$ cat src/rtl/fetch_sequencer.sv
// Instruction-fetch sequencer: req/ack fetch port, small instruction FIFO, redirect squash.
// Optional FETCH_SEQ_PERF_EN builds saturating fetch/squash counters; otherwise both read 0.
module fetch_sequencer #(
  parameter logic [31:0] RESET_ADDR = 32'h0000_0000,
  parameter int unsigned DEPTH      = 2
) (
  input  logic        Clk,
  input  logic        Reset,
  input  logic [31:0] PCResult,
  output logic [31:0] Address,
  output logic        MemReq,
  output logic [31:0] MemAddr,
  input  logic        MemAck,
  input  logic [31:0] MemData,
  output logic        InstrValid,
  output logic [31:0] Instruction,
  output logic [31:0] InstrPC,
  input  logic        InstrReady,
  input  logic        Redirect,
  input  logic [31:0] RedirectTarget,
  output logic [31:0] FetchCount,
  output logic [31:0] SquashCount
);

  localparam int unsigned PW = (DEPTH > 2) ? 2 : 1;
  localparam int unsigned CW = (DEPTH > 3) ? 3 : 2;
  localparam logic [CW-1:0] DEPTH_C = CW'(DEPTH);
  localparam logic [PW-1:0] LAST_C  = PW'(DEPTH - 1);

  localparam logic [0:0] FETCH  = 1'b0;
  localparam logic [0:0] SQUASH = 1'b1;

  logic [0:0]    state_q, state_d;
  logic [31:0]   hold_q, hold_d;
  logic [PW-1:0] rd_q, rd_d, wr_q, wr_d;
  logic [CW-1:0] cnt_q, cnt_d;
  logic [31:0]   pc_mem_q  [DEPTH];
  logic [31:0]   pc_mem_d  [DEPTH];
  logic [31:0]   ins_mem_q [DEPTH];
  logic [31:0]   ins_mem_d [DEPTH];

  logic room, valid, pop, in_fetch, req, ack, push;

  function automatic logic [PW-1:0] ptr_inc(input logic [PW-1:0] p);
    return (p == LAST_C) ? '0 : p + PW'(1);
  endfunction

  always_comb begin
    room     = cnt_q < DEPTH_C;
    valid    = cnt_q != '0;
    pop      = valid && InstrReady;
    in_fetch = state_q == FETCH;
    req      = in_fetch ? room : 1'b1;
    ack      = MemAck && req;
    push     = in_fetch && ack && !Redirect;

    // A redirect only needs a squash when a fetch is outstanding and not acked this cycle.
    state_d = state_q;
    hold_d  = hold_q;
    if (in_fetch) begin
      if (Redirect && req && !MemAck) begin
        state_d = SQUASH;
        hold_d  = PCResult;
      end
    end else if (MemAck) begin
      state_d = FETCH;
    end

    rd_d      = rd_q;
    wr_d      = wr_q;
    cnt_d     = cnt_q;
    pc_mem_d  = pc_mem_q;
    ins_mem_d = ins_mem_q;
    if (Redirect) begin
      rd_d  = '0;
      wr_d  = '0;
      cnt_d = '0;
    end else begin
      if (push) begin
        pc_mem_d[wr_q]  = PCResult;
        ins_mem_d[wr_q] = MemData;
        wr_d            = ptr_inc(wr_q);
      end
      if (pop) rd_d = ptr_inc(rd_q);
      case ({push, pop})
        2'b10:   cnt_d = cnt_q + CW'(1);
        2'b01:   cnt_d = cnt_q - CW'(1);
        default: cnt_d = cnt_q;
      endcase
    end
  end

  always_ff @(posedge Clk or negedge Reset) begin
    if (!Reset) begin
      state_q <= FETCH;
      hold_q  <= '0;
      rd_q    <= '0;
      wr_q    <= '0;
      cnt_q   <= '0;
      for (int unsigned i = 0; i < DEPTH; i++) begin
        pc_mem_q[i]  <= '0;
        ins_mem_q[i] <= '0;
      end
    end else begin
      state_q   <= state_d;
      hold_q    <= hold_d;
      rd_q      <= rd_d;
      wr_q      <= wr_d;
      cnt_q     <= cnt_d;
      pc_mem_q  <= pc_mem_d;
      ins_mem_q <= ins_mem_d;
    end
  end

  // Reset gates the combinational outputs so a pending request drops immediately.
  always_comb begin
    if (!Reset)        Address = RESET_ADDR;
    else if (Redirect) Address = RedirectTarget;
    else if (push)     Address = 32'(PCResult + 32'd4);
    else               Address = PCResult;
    MemReq      = Reset && req;
    MemAddr     = !Reset ? '0 : (in_fetch ? PCResult : hold_q);
    InstrValid  = valid;
    Instruction = valid ? ins_mem_q[rd_q] : '0;
    InstrPC     = valid ? pc_mem_q[rd_q]  : '0;
  end

`ifdef FETCH_SEQ_PERF_EN
  logic        discard;
  logic [31:0] fetch_cnt_q, fetch_cnt_d, squash_cnt_q, squash_cnt_d;

  always_comb begin
    discard      = ack && (!in_fetch || Redirect);
    fetch_cnt_d  = fetch_cnt_q;
    squash_cnt_d = squash_cnt_q;
    if (push && fetch_cnt_q != '1)     fetch_cnt_d  = fetch_cnt_q + 32'd1;
    if (discard && squash_cnt_q != '1) squash_cnt_d = squash_cnt_q + 32'd1;
  end

  always_ff @(posedge Clk or negedge Reset) begin
    if (!Reset) begin
      fetch_cnt_q  <= '0;
      squash_cnt_q <= '0;
    end else begin
      fetch_cnt_q  <= fetch_cnt_d;
      squash_cnt_q <= squash_cnt_d;
    end
  end

  assign FetchCount  = fetch_cnt_q;
  assign SquashCount = squash_cnt_q;
`else
  assign FetchCount  = '0;
  assign SquashCount = '0;
`endif

endmodule

$ cat config.mk
export PLATFORM = sky130hd
export DESIGN_NAME = fetch_sequencer
export DESIGN_NICKNAME = d
export VERILOG_FILES = /design/src/rtl/fetch_sequencer.sv
export SDC_FILE = /design/constraint.sdc
export NUM_CORES = 1
export LEC_CHECK = 0
export CORE_ASPECT_RATIO = 0.6
export CORE_UTILIZATION = 30
export CTS_BUF_LIST = sky130_fd_sc_hd__clkbuf_16
export DETAILED_ROUTE_END_ITERATION = 8
export PLACE_DENSITY = 0.59
export SETUP_SLACK_MARGIN = 0.02
export SLEW_MARGIN = 0
export SYNTH_ARGS = -nofsm -noshare
export SYNTH_HDL_FRONTEND = slang
export SYNTH_SLANG_ARGS = --single-unit
$ cat constraint.sdc
create_clock -name Clk -period 4.4 [get_ports Clk]
set_input_delay 0.66 -clock Clk [delete_from_list [all_inputs] [get_ports Clk]]
set_output_delay 0.66 -clock Clk [all_outputs]
set_load 0.05 [all_outputs]
==> results of run 1 <==
-- cell type report --
cell class,instances,share of cell area [%]
inverter,8,0.234
clock inverter,15,1.04
tap,408,3.98
sequential,165,32.2
timing repair buffer,265,22.0
clock buffer,17,3.31
multi-input combinational,621,37.2
-- synthesized netlist by cell type, types with 3 or more instances --
cell / instances / area share, %
dfrtp_1: 165 / 44
mux2_2: 136 / 16
mux2i_1: 99 / 10
nor2_1: 74 / 2.9
buf_4: 68 / 5.4
nor2b_1: 40 / 2.7
o21ai_0: 25 / 1.3
clkbuf_1: 24 / 0.95
nand2_1: 22 / 0.87
buf_2: 20 / 1.1
mux2_1: 20 / 2.4
buf_1: 14 / 0.56
nand3_1: 13 / 0.69
a211oi_1: 12 / 0.95
a21oi_1: 10 / 0.53
a31oi_1: 10 / 0.66
inv_1: 8 / 0.32
nand4_1: 7 / 0.46
nor4_1: 7 / 0.46
and3_1: 6 / 0.40
o31ai_1: 6 / 0.48
or4_1: 6 / 0.48
xnor2_1: 6 / 0.56
and2_1: 5 / 0.33
nor3_1: 5 / 0.27
o211ai_1: 5 / 0.40
o211a_1: 4 / 0.42
xor2_1: 4 / 0.37
a211o_1: 3 / 0.28
a311oi_1: 3 / 0.28
nand2b_1: 3 / 0.20
-- power by group through the flow --
stage / logic, mW / registers (mW) / clock network (mW)
6_report: 2.16 / 2.34 / 1.44
5_1_grt: 2.30 / 2.41 / 1.56
4_1_cts: 2.18 / 2.34 / 1.50
3_5_place_dp: 2.17 / 2.36 / 0
3_3_place_gp: 2.15 / 2.34 / 0
2_1_floorplan: 1.57 / 2.27 / 0
-- layer usage --
metal	track usage, %	wire (um)	vias up
met1	26.5	14100	3633
met5	0	0	-
met3	3.89	1470	25
met4	4.60	366	0
li1	-	-	3370
met2	26.4	12600	195
-- state kept, by name, summed over array words and instances (netlist names) --
signal and cells:
hold_q 32, state_q 1, pc_mem_q 64, cnt_q 2, ins_mem_q 64, rd_q 1
wr_q 1
-- metrics by stage --
| stage | hold slack (ns) | cells | utilization (%) | power (mW) |
|---|---|---|---|---|
| 5_1_grt | 0.150 | 1499 | 42.1 | 6.27 |
| 3_5_place_dp | 0.474 | 1467 | 40.3 | 4.53 |
| 3_3_place_gp | 0.468 | 1467 | 40.3 | 4.48 |
| 6_report | 0.142 | 1499 | 42.1 | 5.93 |
| 2_1_floorplan | 0.364 | 923 | - | 3.84 |
| 4_1_cts | 0.160 | 1499 | 42.1 | 6.01 |
-- worst max-delay path, delay by kind of cell --
kind / cells / cell delay [ns]
AOI/OAI and AO/OA: 1 / 0.16
and+or+nand+nor: 2 / 0.63
buffers and inverters: 2 / 1.42
xor gates and xnor gates: 1 / 0.22
-- final timing paths --
path | startpoint | slack (ns) | cells past startpoint | end
worst max-delay path | MemAck | 0.64 | 6 | Address[5]
worst min-delay path | Reset | 0.14 | 1 | pc_mem_q[54]
worst max register to register | state_q | 1.55 | 6 | ins_mem_q[60]
worst min register to register | pc_mem_q[42] | 0.49 | 1 | pc_mem_q[42]
max in group asynchronous | Reset | 3.36 | 3 | pc_mem_q[37]
min in group Clk | pc_mem_q[42] | 0.49 | 1 | pc_mem_q[42]
-- cells by family after synthesis --
| family | count (synthesis) | share of synthesized area (%) |
|---|---|---|
| AOI/OAI and AO/OA | 85 | 5.94 |
| muxes | 255 | 29.1 |
| other | 1 | 0.0397 |
| xor gates and xnor gates | 10 | 0.928 |
| adders and majority gates | 1 | 0.133 |
| and+or+nand+nor | 206 | 11.6 |
| buffers and inverters | 137 | 8.52 |
| DFF | 165 | 43.7 |
==> impl_metrics.csv, run 1 <==
group,metric,value,unit
die,core-area,30500,um^2
setup_path,worst_ep_arrival_time,3.10,ns
timing,setup_viol,0,
drt,num_vias,7223,
yosys,synthDistinctLibCells,56,
timing,rsz0062_at_grt,"no",
clocking,cts_made_buffers,17,
die,io_pins,295,
drt,postRouteAntennaNets,0,
setup_path,crit_chain,"clkdlybuf4s50_1 > and4bb_2 > nand2_2 > xnor2_1 > o211a_1 > clkdlybuf4s50_1",
power,power.density,462,nW/um^2
yosys,synth_cells,860,
power,ir_drop,0.185,mV
outcome,status,"complete, no violations",
drt,drtIter0Drc,334,
clocking,cts_resized,0,
die,rows,49,
setup_path,slowest_stage,"clkdlybuf4s50_1",
yosys,synth_edf_count,0,
die,fp.dieH,139,um
final_layout,final_cell_mix,"clkdlybuf4s50_1, dfrtp_1, mux2_2, mux2i_1, nor2_1",
final_layout,n_fill_cell,2892,
setup_path,end_kind,"primary output",
power,p_clk_share,24.2,%
timing,max_freq,266,MHz
global_route,grt_use_total,18.0,%
timing,worst-slew-pin-transition,0.767,ns
timing,clock_skew,0.0117,ns
timing,final.setup.tns,0,ns
power,p_leak,5.16,nW
yosys,synth_ff_type,"dfrtp_1",
place,io_buffer_count,230,
clocking,clock_latency,0.44,ns
timing,fin_crit,3.76,ns
clocking,cts.path.max_buffers,2,
power,swShare,36.1,%
timing,layout_setup_ws,0.641,ns
clocking,htreeDepth,4,
setup_path,crit_path_frequent_cell,"clkdlybuf4s50_1",
place,dp_hpwl,20400,um
timing,min_period_over_period,85.4,%
power,internal_power,3.79,mW
place,placed_area,12300,um^2
clocking,clk_pin_slew,0.07,ns
final_layout,layout_commonest_cell,"clkdlybuf4s50_1",
power,switchingPower,2.14,mW
clocking,cts_tree,"done",
final_layout,antenna_cells,0,
yosys,seq_area_frac_synth,43.7,%
final_layout,fin_area,12800,um^2
global_route,grt_first_pass_wirelength,43900,um
timing,report.final.slew_viol_count,0,
min_path,hold_class,"primary input to asynchronous set/reset pin",
yosys,async_flop_share,100,%
clocking,holdBufCountCts,0,
final_layout,multi_input_area,4780,um^2
die,die_w,231,um
global_route,grt_pass1_vias,7233,
drt,drcViolationCount,0,
global_route,grt_start_max_net_pins,73,
job,drv_cap,0,
drt,viasPerCell,4.82,
yosys,ys_seq_elements,165,
die,die_area,32200,um^2
setup_path,worstPathRequired,3.74,ns
global_route,grt-ovfl-total,0,
setup_path,slowest_delay,0.80,ns
global_route,antenna_found_initial,0,
clocking,clock-sinks,165,
die,start_util,31.0,%
place,place.gp.congestion,0.831,
final_layout,regArea,4130,um^2
drt,routedWlPerCell,19.0,um
place,dp_slack,0.619,ns
drt,wl,28500,um
timing,hold_violations,0,
power,seq_power_share,39.4,%
yosys,synth.avg_cell_area,11.0,um^2
clocking,cts_root_buf,"clkbuf_16",
final_layout,drive_gt1_share,22.5,%
setup_path,cp-start-kind,"primary input",
yosys,netlist_area,9440,um^2
final_layout,area_growth,36.0,%
setup_path,path_class,"primary input to primary output",
drt,first_pass_iters,5,
clocking,post-cts-setup-buffers,0,
timing,slew_headroom,48.8,%
final_layout,layout.nets,1180,
setup_path,path_max_fanout,10,
power,power_frac_comb,36.4,%
yosys,ys_warn_count,0,
(Power assumes the default switching activity.)
==> inputs of run 2 (changes only) <==
Settings changed: CTS_CLUSTER_DIAMETER set to 30.
==> results of run 2 <==
Final layout, timing and power as in run 1 (identical DEF).
